===== src/rtl/control_teclado_if.sv =====
// Keypad-to-ALU bus: scanner input, key events, operands and the op handshake.
interface control_teclado_if #(
  parameter int unsigned W = 14
) ();
  logic         enable;
  logic [5:0]   indice_boton;
  logic         op_ready;
  logic         key_valid;
  logic [3:0]   key_code;
  logic [W-1:0] operand_a;
  logic [W-1:0] operand_b;
  logic [1:0]   opcode;
  logic         op_valid;
  logic [1:0]   estado;

  modport master (
    output enable, indice_boton, op_ready,
    input  key_valid, key_code, operand_a, operand_b, opcode, op_valid, estado
  );

  modport slave (
    input  enable, indice_boton, op_ready,
    output key_valid, key_code, operand_a, operand_b, opcode, op_valid, estado
  );
endinterface


===== src/rtl/control_teclado.sv =====
// Keypad debouncer plus operand-entry FSM feeding the calculator ALU.
module control_teclado #(
  parameter int unsigned DEBOUNCE    = 4,
  parameter int unsigned RELEASE_CYC = 16,
  parameter int unsigned NDIG        = 4,
  parameter int unsigned W           = 14
) (
  input logic              clk,
  input logic              reset,
  control_teclado_if.slave bus
);
  localparam int unsigned HIT_W  = $clog2(DEBOUNCE + 1);
  localparam int unsigned IDLE_W = $clog2(RELEASE_CYC + 1);
  localparam int unsigned DIG_W  = $clog2(NDIG + 1);

  typedef enum logic {DB_WAIT, DB_LOCKED} db_state_e;
  typedef enum logic [1:0] {
    ENTER_A = 2'b00, ENTER_B = 2'b01, REQ = 2'b10, DONE = 2'b11
  } entry_state_e;

  db_state_e    db_state_q, db_state_d;
  logic [HIT_W-1:0]  hit_cnt_q, hit_cnt_d;
  logic [IDLE_W-1:0] idle_cnt_q, idle_cnt_d;
  logic [3:0]   last_code_q, last_code_d;
  logic         key_valid_q, key_valid_d;
  logic [3:0]   key_code_q, key_code_d;
  entry_state_e entry_q, entry_d;
  logic [W-1:0] operand_a_q, operand_a_d;
  logic [W-1:0] operand_b_q, operand_b_d;
  logic [DIG_W-1:0] a_digits_q, a_digits_d;
  logic [DIG_W-1:0] b_digits_q, b_digits_d;
  logic [1:0]   opcode_q, opcode_d;
  logic         op_valid_q, op_valid_d;

  logic [2:0]   col_c, row_c;
  logic         sighting_c;
  logic [3:0]   samp_code_c;
  logic [HIT_W-1:0] hit_inc_c;
  logic         key_evt_c, is_digit_c, is_op_c, is_clr_c, is_eq_c;
  logic [3:0]   digit_val_c;

  // Decode the scanner word and the held key code.
  assign col_c       = bus.indice_boton[5:3];
  assign row_c       = bus.indice_boton[2:0];
  assign sighting_c  = bus.enable && (col_c <= 3'd3) && (row_c <= 3'd3);
  assign samp_code_c = {row_c[1:0], col_c[1:0]};
  assign hit_inc_c   = HIT_W'(hit_cnt_q + 1'b1);

  assign key_evt_c   = key_valid_q && bus.enable;
  assign is_op_c     = (key_code_q[1:0] == 2'd3);
  assign is_clr_c    = (key_code_q == 4'd12);
  assign is_eq_c     = (key_code_q == 4'd14);
  assign is_digit_c  = (key_code_q == 4'd13) ||
                       ((key_code_q[1:0] != 2'd3) && (key_code_q[3:2] != 2'd3));
  // Rows 0-2 hold digits row*3+col+1; code 13 is '0'.
  assign digit_val_c = (key_code_q == 4'd13) ? 4'd0 :
                       4'(({2'b00, key_code_q[3:2]} << 1) + {2'b00, key_code_q[3:2]} +
                          {2'b00, key_code_q[1:0]} + 4'd1);

  function automatic logic [W-1:0] mac10(input logic [W-1:0] x, input logic [3:0] d);
    return W'((x << 3) + (x << 1) + W'(d));
  endfunction

  // Debounce: count matching sightings, emit one event, then wait for release.
  always_comb begin
    db_state_d  = db_state_q;
    hit_cnt_d   = hit_cnt_q;
    idle_cnt_d  = idle_cnt_q;
    last_code_d = last_code_q;
    key_valid_d = 1'b0;
    key_code_d  = key_code_q;
    if (!bus.enable) begin
      db_state_d = DB_WAIT;
      hit_cnt_d  = '0;
      idle_cnt_d = '0;
    end else begin
      case (db_state_q)
        DB_WAIT: begin
          if (sighting_c) begin
            last_code_d = samp_code_c;
            hit_cnt_d   = (samp_code_c == last_code_q) ? hit_inc_c : HIT_W'(1);
            if (hit_cnt_d == HIT_W'(DEBOUNCE)) begin
              key_valid_d = 1'b1;
              key_code_d  = samp_code_c;
              db_state_d  = DB_LOCKED;
              hit_cnt_d   = '0;
              idle_cnt_d  = '0;
            end
          end
        end
        default: begin
          if (sighting_c) begin
            idle_cnt_d = '0;
          end else if (idle_cnt_q == IDLE_W'(RELEASE_CYC - 1)) begin
            db_state_d = DB_WAIT;
            hit_cnt_d  = '0;
            idle_cnt_d = '0;
          end else begin
            idle_cnt_d = IDLE_W'(idle_cnt_q + 1'b1);
          end
        end
      endcase
    end
  end

  // Entry: build operands from key events and run the ALU handshake.
  always_comb begin
    entry_d     = entry_q;
    operand_a_d = operand_a_q;
    operand_b_d = operand_b_q;
    a_digits_d  = a_digits_q;
    b_digits_d  = b_digits_q;
    opcode_d    = opcode_q;
    op_valid_d  = op_valid_q;
    if (bus.enable) begin
      if (key_evt_c && is_clr_c && (entry_q != REQ)) begin
        entry_d     = ENTER_A;
        operand_a_d = '0;
        operand_b_d = '0;
        a_digits_d  = '0;
        b_digits_d  = '0;
        opcode_d    = 2'b00;
      end else begin
        case (entry_q)
          ENTER_A: begin
            if (key_evt_c && is_digit_c) begin
              if (a_digits_q < DIG_W'(NDIG)) begin
                operand_a_d = mac10(operand_a_q, digit_val_c);
                a_digits_d  = DIG_W'(a_digits_q + 1'b1);
              end
            end else if (key_evt_c && is_op_c) begin
              opcode_d = key_code_q[3:2];
              entry_d  = ENTER_B;
            end
          end
          ENTER_B: begin
            if (key_evt_c && is_digit_c) begin
              if (b_digits_q < DIG_W'(NDIG)) begin
                operand_b_d = mac10(operand_b_q, digit_val_c);
                b_digits_d  = DIG_W'(b_digits_q + 1'b1);
              end
            end else if (key_evt_c && is_op_c) begin
              if (b_digits_q == '0) opcode_d = key_code_q[3:2];
            end else if (key_evt_c && is_eq_c) begin
              entry_d    = REQ;
              op_valid_d = 1'b1;
            end
          end
          REQ: begin
            if (op_valid_q && bus.op_ready) begin
              op_valid_d = 1'b0;
              entry_d    = DONE;
            end
          end
          default: begin
            if (key_evt_c && is_digit_c) begin
              operand_a_d = W'(digit_val_c);
              a_digits_d  = DIG_W'(1);
              operand_b_d = '0;
              b_digits_d  = '0;
              opcode_d    = 2'b00;
              entry_d     = ENTER_A;
            end
          end
        endcase
      end
    end
  end

  // State registers with synchronous reset.
  always_ff @(posedge clk) begin
    if (reset) begin
      db_state_q  <= DB_WAIT;
      hit_cnt_q   <= '0;
      idle_cnt_q  <= '0;
      last_code_q <= '0;
      key_valid_q <= 1'b0;
      key_code_q  <= '0;
      entry_q     <= ENTER_A;
      operand_a_q <= '0;
      operand_b_q <= '0;
      a_digits_q  <= '0;
      b_digits_q  <= '0;
      opcode_q    <= '0;
      op_valid_q  <= 1'b0;
    end else begin
      db_state_q  <= db_state_d;
      hit_cnt_q   <= hit_cnt_d;
      idle_cnt_q  <= idle_cnt_d;
      last_code_q <= last_code_d;
      key_valid_q <= key_valid_d;
      key_code_q  <= key_code_d;
      entry_q     <= entry_d;
      operand_a_q <= operand_a_d;
      operand_b_q <= operand_b_d;
      a_digits_q  <= a_digits_d;
      b_digits_q  <= b_digits_d;
      opcode_q    <= opcode_d;
      op_valid_q  <= op_valid_d;
    end
  end

  assign bus.key_valid = key_valid_q;
  assign bus.key_code  = key_code_q;
  assign bus.operand_a = operand_a_q;
  assign bus.operand_b = operand_b_q;
  assign bus.opcode    = opcode_q;
  assign bus.op_valid  = op_valid_q;
  assign bus.estado    = entry_q;
endmodule


===== src/flat_wrapper.sv =====
// flat-port wrapper written by rule: the top's interface ports become plain ports
module control_teclado_flat 
#(
  parameter int unsigned DEBOUNCE    = 4,
  parameter int unsigned RELEASE_CYC = 16,
  parameter int unsigned NDIG        = 4,
  parameter int unsigned W           = 14
)
  (clk, reset, bus_enable, bus_indice_boton, bus_op_ready, bus_key_valid, bus_key_code, bus_operand_a, bus_operand_b, bus_opcode, bus_op_valid, bus_estado);
  control_teclado_if #(.W(W)) bus_i ();
  input logic clk;
  input logic reset;
  input wire logic [$bits(bus_i.enable)-1:0] bus_enable;
  input wire logic [$bits(bus_i.indice_boton)-1:0] bus_indice_boton;
  input wire logic [$bits(bus_i.op_ready)-1:0] bus_op_ready;
  output wire logic [$bits(bus_i.key_valid)-1:0] bus_key_valid;
  output wire logic [$bits(bus_i.key_code)-1:0] bus_key_code;
  output wire logic [$bits(bus_i.operand_a)-1:0] bus_operand_a;
  output wire logic [$bits(bus_i.operand_b)-1:0] bus_operand_b;
  output wire logic [$bits(bus_i.opcode)-1:0] bus_opcode;
  output wire logic [$bits(bus_i.op_valid)-1:0] bus_op_valid;
  output wire logic [$bits(bus_i.estado)-1:0] bus_estado;
  assign bus_i.enable = bus_enable;
  assign bus_i.indice_boton = bus_indice_boton;
  assign bus_i.op_ready = bus_op_ready;
  assign bus_key_valid = bus_i.key_valid;
  assign bus_key_code = bus_i.key_code;
  assign bus_operand_a = bus_i.operand_a;
  assign bus_operand_b = bus_i.operand_b;
  assign bus_opcode = bus_i.opcode;
  assign bus_op_valid = bus_i.op_valid;
  assign bus_estado = bus_i.estado;
  control_teclado #(.DEBOUNCE(DEBOUNCE), .RELEASE_CYC(RELEASE_CYC), .NDIG(NDIG), .W(W)) u_core (.clk(clk), .reset(reset), .bus(bus_i));
endmodule

===== config.mk =====
export PLATFORM = sky130hd
export DESIGN_NAME = control_teclado_flat
export DESIGN_NICKNAME = d
export VERILOG_FILES = /design/src/rtl/control_teclado_if.sv /design/src/rtl/control_teclado.sv /design/src/flat_wrapper.sv
export SDC_FILE = /design/constraint.sdc
export NUM_CORES = 1
export LEC_CHECK = 0
export BUFFER_PORTS_ARGS = -buffer_cell sky130_fd_sc_hd__buf_2
export CAP_MARGIN = 20
export CORE_ASPECT_RATIO = 0.75
export CORE_UTILIZATION = 50
export DETAILED_ROUTE_END_ITERATION = 6
export PLACE_DENSITY = 0.7
export SLEW_MARGIN = 10
export SYNTH_ARGS = -nofsm -noshare
export SYNTH_HDL_FRONTEND = slang
export SYNTH_SLANG_ARGS = --single-unit

===== constraint.sdc =====
create_clock -name clk -period 5.7 [get_ports clk]
set_clock_uncertainty 0.05 [all_clocks]
set_input_delay 0.57 -clock clk [delete_from_list [all_inputs] [get_ports clk]]
set_output_delay 0.57 -clock clk [all_outputs]
set_load 0.02 [all_outputs]

==> results of run 1 <==
==> synth_stat cells, types with 10 or more instances <==
master | n | area, sq um
dfxtp_1 | 57 | 1140
nand3_1 | 10 | 50.1
o21ai_0 | 17 | 85.1
ha_1 | 56 | 701
a21oi_1 | 33 | 165
nor2_1 | 52 | 195
mux2i_1 | 13 | 130
clkbuf_1 | 10 | 37.5
nand2_1 | 27 | 101
a211oi_1 | 10 | 75.1
inv_1 | 23 | 86.3
xnor2_1 | 19 | 166
a22oi_1 | 15 | 113
nor3_1 | 15 | 75.1
==> how the worst max path moves through the flow <==
stage,slack [ns],end,start,cells after the start
2_1_floorplan,1.78,u_core.bus.operand_b[12],u_core.bus.key_code[1],16
3_3_place_gp,1.66,u_core.bus.operand_a[12],u_core.bus.key_code[1],16
3_5_place_dp,1.50,u_core.bus.operand_a[12],u_core.bus.key_code[1],16
4_1_cts,1.46,u_core.bus.operand_a[12],u_core.bus.key_code[1],16
5_1_grt,1.13,u_core.bus.operand_a[11],u_core.bus.key_code[1],16
6_report,1.45,u_core.bus.operand_a[12],u_core.bus.key_code[1],16
==> logic make-up after synthesis <==
group                    count (synthesis)
AO/OA/AOI/OAI                          118
XOR/XNOR                                25
adder cells (fa/ha/maj)                 60
buffers and inverters                   37
flip-flops                              57
multiplexers                            13
AND/OR/NAND/NOR                        152
==> routing by layer <==
layer	wire length [um]	up-vias	GRT usage, %
li1	-	1777	-
met1	4770	1635	33.6
met2	3750	86	34.2
met3	408	10	5.01
met4	102	0	7.46
met5	0	-	0
==> registers in the layout, summed over array words and instances, names as in the netlist <==
register and flops:
u_core.bus.operand_b 14, u_core.bus.key_code 4, u_core.bus.op_valid 1, u_core.hit_cnt_q 3
u_core.b_digits_q 3, u_core.bus.key_valid 1, u_core.a_digits_q 3, u_core.bus.operand_a 14
u_core.bus.estado 2, u_core.idle_cnt_q 5, u_core.last_code_q 4, u_core.bus.opcode 2
u_core.db_state_q 1
==> final cells by class <==
cell class	count	area [sq um]
fill	696	2990
multi-input combinational	368	2700
sequential	57	1140
timing repair buffer	47	235
clock buffer	11	151
tap	101	126
inverter	23	86.3
clock inverter	5	77.6
==> stage by stage <==
| step | total power (uW) | setup slack (ns) | hold slack, ns |
|---|---|---|---|
| floorplan | 421 | 1.78 | 0.386 |
| global placement | 428 | 1.66 | 0.392 |
| detailed placement | 428 | 1.50 | 0.406 |
| CTS | 868 | 1.46 | 0.415 |
| global route | 887 | 1.13 | 0.437 |
| finish | 859 | 1.45 | 0.412 |
==> power by group through the flow <==
stage               clock, uW  combinational, uW  sequential, uW
finish                    440               18.9             400
floorplan                   0               12.0             409
global placement            0               18.6             409
CTS                       449               19.0             400
global route              466               21.2             400
detailed placement          0               18.7             409
==> critical path, cell delays in order, from the launching register on <==
cell and delay (ns):
dfxtp_1 0.47, inv_1 0.15, fa_1 0.55, inv_1 0.05
ha_1 0.20, fa_1 0.46, and2_1 0.19, ha_1 0.29
ha_1 0.19, inv_1 0.07, fa_1 0.39, nor2b_1 0.22
o31a_1 0.21, o21ai_0 0.16, o21ai_0 0.26, xnor2_1 0.14
o21ai_0 0.08
==> flow_summary.json, run 1 <==
{
  "min_path_type": "register to register",
  "timing_worst_slew_pin_value_ns": 1.15,
  "synth_cell_types": 53,
  "final_nets": 576,
  "drc": 0,
  "start_util_pct": 53.0,
  "power_density_mw_per_mm2": 190,
  "area_growth_pct": 13.7,
  "synth_top_family_by_area": "compound AO/OA/AOI/OAI gates",
  "worstPathArrival_ns": 4.42,
  "cts_buffers": 9,
  "ctsResizeCount": 0,
  "setup_violations": 0,
  "grt_max_degree": 46,
  "power.switching_uw": 185,
  "drtIter0Drc": 155,
  "cts_tree": "built",
  "grt_pass1_wl_mm": 15.3,
  "clock_latency_ns": 0.34,
  "synth_edf_count": 0,
  "setup_tns_ns": 0,
  "internal_power_uw": 674,
  "ir_drop_mv": 0.141,
  "num_rows": 27,
  "ys_seq_area_share_pct": 28.7,
  "min_to": "u_core.a_digits_q[1]",
  "cp-start-kind": "register",
  "synth.cell_area_sq_mm": 0.00397,
  "synth_ff_type": "dfxtp_1",
  "die_area_sq_mm": 0.00831,
  "crit_fanout": 9,
  "grt-ovfl-total": 0,
  "dieWidth_um": 105,
  "synthSimpleGateAreaFrac_pct": 19.0,
  "async_flop_share_pct": 0,
  "dp_hpwl_mm": 6.83,
  "wirelength_mm": 9.04,
  "rr_startpoint": "u_core.bus.key_code[1]",
  "timing.rr.end": "u_core.bus.operand_a[12]",
  "syn_area_per_cell_sq_um": 8.60,
  "reg2reg_depth": 16,
  "grt_pass1_vias": 3193,
  "crit_required_ns": 5.88,
  "design.core.area_sq_mm": 0.00750,
  "ctsHoldBuffers": 0,
  "drv_cap": 0,
  "relSlewSlack_pct": 22.9,
  "setup.worst_path.class": "register to register",
  "layout_common_cells": "dfxtp_1, ha_1, nor2_1",
  "final_common_cell": "dfxtp_1",
  "utilization_pct": 60.2,
  "final_area_sq_mm": 0.00451,
  "firstDrtPassIters": 5,
  "ant_nets": 0,
  "p_clk_share_pct": 51.2,
  "fin_cells": 612,
  "combPwrFrac_pct": 2.2,
  "track_usage_pct": 23.3,
  "hold_path_depth": 2,
  "drive_gt1_share_pct": 14.5,
  "routedWlPerCell_um": 14.8,
  "port_buffers": 47,
  "p_sw_share_pct": 21.6,
  "ys_seq_elements": 57,
  "placed_cell_area_sq_mm": 0.00429,
  "hold_violations": 0,
  "vias": 3508,
  "max_freq_mhz": 236,
  "synth_fp_nets": 532,
  "period_share_pct": 74.5,
  "leakagePower_uw": 0.00212,
  "fp.dieH_um": 79.2,
  "ctsRootBufferMaster": "clkbuf_8",
  "layout_min_cycle_time_ns": 4.25,
  "synth_xor_xnor_area_share_pct": 5.51,
  "vias_per_cell": 5.73,
  "synth_mux_area_share_pct": 3.28,
  "antenna_found_initial": 0,
  "cts_setup_buffers": 0,
  "hp-start": "u_core.a_digits_q[1]",
  "cts.sinks": 57,
  "cp-end-kind": "register",
  "slew_violations": 0,
  "seq_power_share_pct": 46.6,
  "status": "finished clean",
  "rsz0062_at_grt": "no",
  "diodes": 0,
  "synth_compound_area_share_pct": 20.3,
  "yosysWarnings": 0,
  "clock_path_buffers": 2,
  "clk_pin_slew_worst_paths_ns": 0.07,
  "placed_cells": 596,
  "htree_levels": 3,
  "ios": 48,
  "regToRegSetupSlack_ns": 1.45,
  "gp_congestion": 0.873,
  "synthAdderAreaFrac_pct": 19.7,
  "synth_cells": 462
}
Power figures use the tool's default switching activity.
==> run 2, diff against run 1 <==
--- a/config.mk
+++ b/config.mk
@@ -10,7 +10,7 @@
 export CORE_ASPECT_RATIO = 0.75
 export CORE_UTILIZATION = 50
 export DETAILED_ROUTE_END_ITERATION = 6
-export PLACE_DENSITY = 0.7
+export PLACE_DENSITY = 0.73
 export SLEW_MARGIN = 10
 export SYNTH_ARGS = -nofsm -noshare
 export SYNTH_HDL_FRONTEND = slang
==> constraint.sdc (replaced) <==
create_clock -name clk -period 3.65 [get_ports clk]
set_clock_uncertainty 0.05 [all_clocks]
set_input_delay 0.365 -clock clk [delete_from_list [all_inputs] [get_ports clk]]
set_output_delay 0.365 -clock clk [all_outputs]
set_load 0.02 [all_outputs]
==> flow_summary.json, run 2 (synthesis results as in run 1) <==
{
  "status": "finished with violations",
  "violations": "negative setup slack",
  "firstDrtPassIters": 4,
  "vias_per_cell": 5.84,
  "gp_congestion": 0.808,
  "grt-ovfl-total": 0,
  "setup_violations": 4,
  "cts_buffers": 9,
  "setup.worst_path.class": "register to register",
  "dieWidth_um": 105,
  "setup_slack_ns": -0.0997,
  "final_nets": 594,
  "grt_pass1_vias": 3460,
  "period_share_pct": 103,
  "drive_gt1_share_pct": 25.1,
  "drtIter0Drc": 236,
  "ctsRootBufferMaster": "clkbuf_8",
  "timing_worst_slew_pin_value_ns": 0.845,
  "relSlewSlack_pct": 43.6,
  "regToRegSetupSlack_ns": -0.1,
  "grt_pass1_wl_mm": 15.7,
  "wirelength_mm": 10.2,
  "layout_common_cells": "dfxtp_1, nor2_1, ha_1, buf_2, a21oi_1",
  "diodes": 0,
  "crit_fanout": 3,
  "cts_tree": "built",
  "ios": 48,
  "worstPathArrival_ns": 3.94,
  "clock_path_buffers": 2,
  "die_area_sq_mm": 0.00831,
  "ctsHoldBuffers": 0,
  "rsz0062_at_grt": "yes",
  "htree_levels": 3,
  "design.core.area_sq_mm": 0.00750,
  "vias": 3682,
  "routedWlPerCell_um": 16.3,
  "min_path_type": "primary input to register",
  "grt_max_degree": 46,
  "num_rows": 27,
  "max_freq_mhz": 267,
  "ir_drop_mv": 0.198,
  "layout_min_cycle_time_ns": 3.75,
  "final_area_sq_mm": 0.00491,
  "dp_hpwl_mm": 6.99,
  "leakagePower_uw": 0.00226,
  "clock_latency_ns": 0.35,
  "placed_cell_area_sq_mm": 0.00443,
  "drc": 0,
  "final_common_cell": "dfxtp_1",
  "hold_violations": 0,
  "cp-end-kind": "register",
  "antenna_found_initial": 0,
  "power_density_mw_per_mm2": 253,
  "clk_pin_slew_worst_paths_ns": 0.07,
  "cts.sinks": 57,
  "track_usage_pct": 23.7,
  "cp-start-kind": "register",
  "start_util_pct": 53.0,
  "area_growth_pct": 23.6,
  "slew_violations": 0,
  "fp.dieH_um": 79.2,
  "setup_tns_ns": -0.236,
  "port_buffers": 47,
  "whs_ns": 0.252,
  "ant_nets": 0,
  "fillers": 620,
  "crit_required_ns": 3.84,
  "drv_cap": 0
}
-- run 2: worst max-delay path, cell delays in order, from the launching register on --
cell,delay [ns]
dfxtp_4,0.34
inv_2,0.04
fa_1,0.53
inv_1,0.05
ha_2,0.18
fa_2,0.54
and2_4,0.18
ha_4,0.21
ha_4,0.16
inv_2,0.06
fa_2,0.20
inv_1,0.05
a21o_1,0.19
a2111o_1,0.37
a31oi_1,0.21
xnor2_1,0.10
a22o_1,0.19
-- run 2: what timing repair did --
| action | CTS | global route |
|---|---|---|
| resized for setup | 16 | 34 |
| pin swaps | 9 | 29 |
| setup buffers | 2 | 3 |
| setup endpoints to repair | 11 | 17 |
-- run 2: path summary, 6_finish.rpt --
check | startpoint | endpoint | depth (start not counted)
worst max-delay path | u_core.bus.key_code[3] | u_core.bus.operand_b[12] | 16
worst min-delay path | bus_indice_boton[0] | u_core.last_code_q[2] | 3
worst max register to register | u_core.bus.key_code[3] | u_core.bus.operand_b[12] | 16
worst min register to register | u_core.a_digits_q[1] | u_core.a_digits_q[1] | 2
-- run 2: stage by stage --
| stage | power (uW) | utilization (%) | instances | setup WS (ns) |
|---|---|---|---|---|
| 3_5_place_dp | 666 | 59.1 | 609 | -0.127 |
| 4_1_cts | 1250 | 62.8 | 627 | -0.0125 |
| 2_1_floorplan | 655 | - | 462 | 0.000832 |
| 5_1_grt | 1280 | 65.4 | 630 | -0.200 |
| 6_report | 1240 | 65.4 | 630 | -0.0997 |
| 3_3_place_gp | 665 | 59.1 | 609 | -0.0735 |
-- run 2: routing by layer --
layer / vias to the layer above / track usage, % / routed length [um]
met3: 33 / 6.32 / 519
met2: 112 / 37.7 / 4640
li1: 1813 / - / -
met4: 0 / 7.61 / 265
met5: - / 0 / 0
met1: 1724 / 31.4 / 4820
-- run 2: final cells by class --
| class | count | area, sq um | share of cell area (%) |
|---|---|---|---|
| clock inverter | 7 | 70.1 | 1.43 |
| inverter | 23 | 86.3 | 1.76 |
| multi-input combinational | 368 | 2970 | 60.5 |
| sequential | 57 | 1150 | 23.5 |
| timing repair buffer | 65 | 382 | 7.78 |
| tap | 101 | 126 | 2.58 |
| clock buffer | 9 | 124 | 2.52 |
-- run 2: where the power goes --
group	total (uW)	internal, uW	switching [uW]
Combinational	29.3	9.36	19.9
Sequential	622	621	1.21
Clock	590	313	277
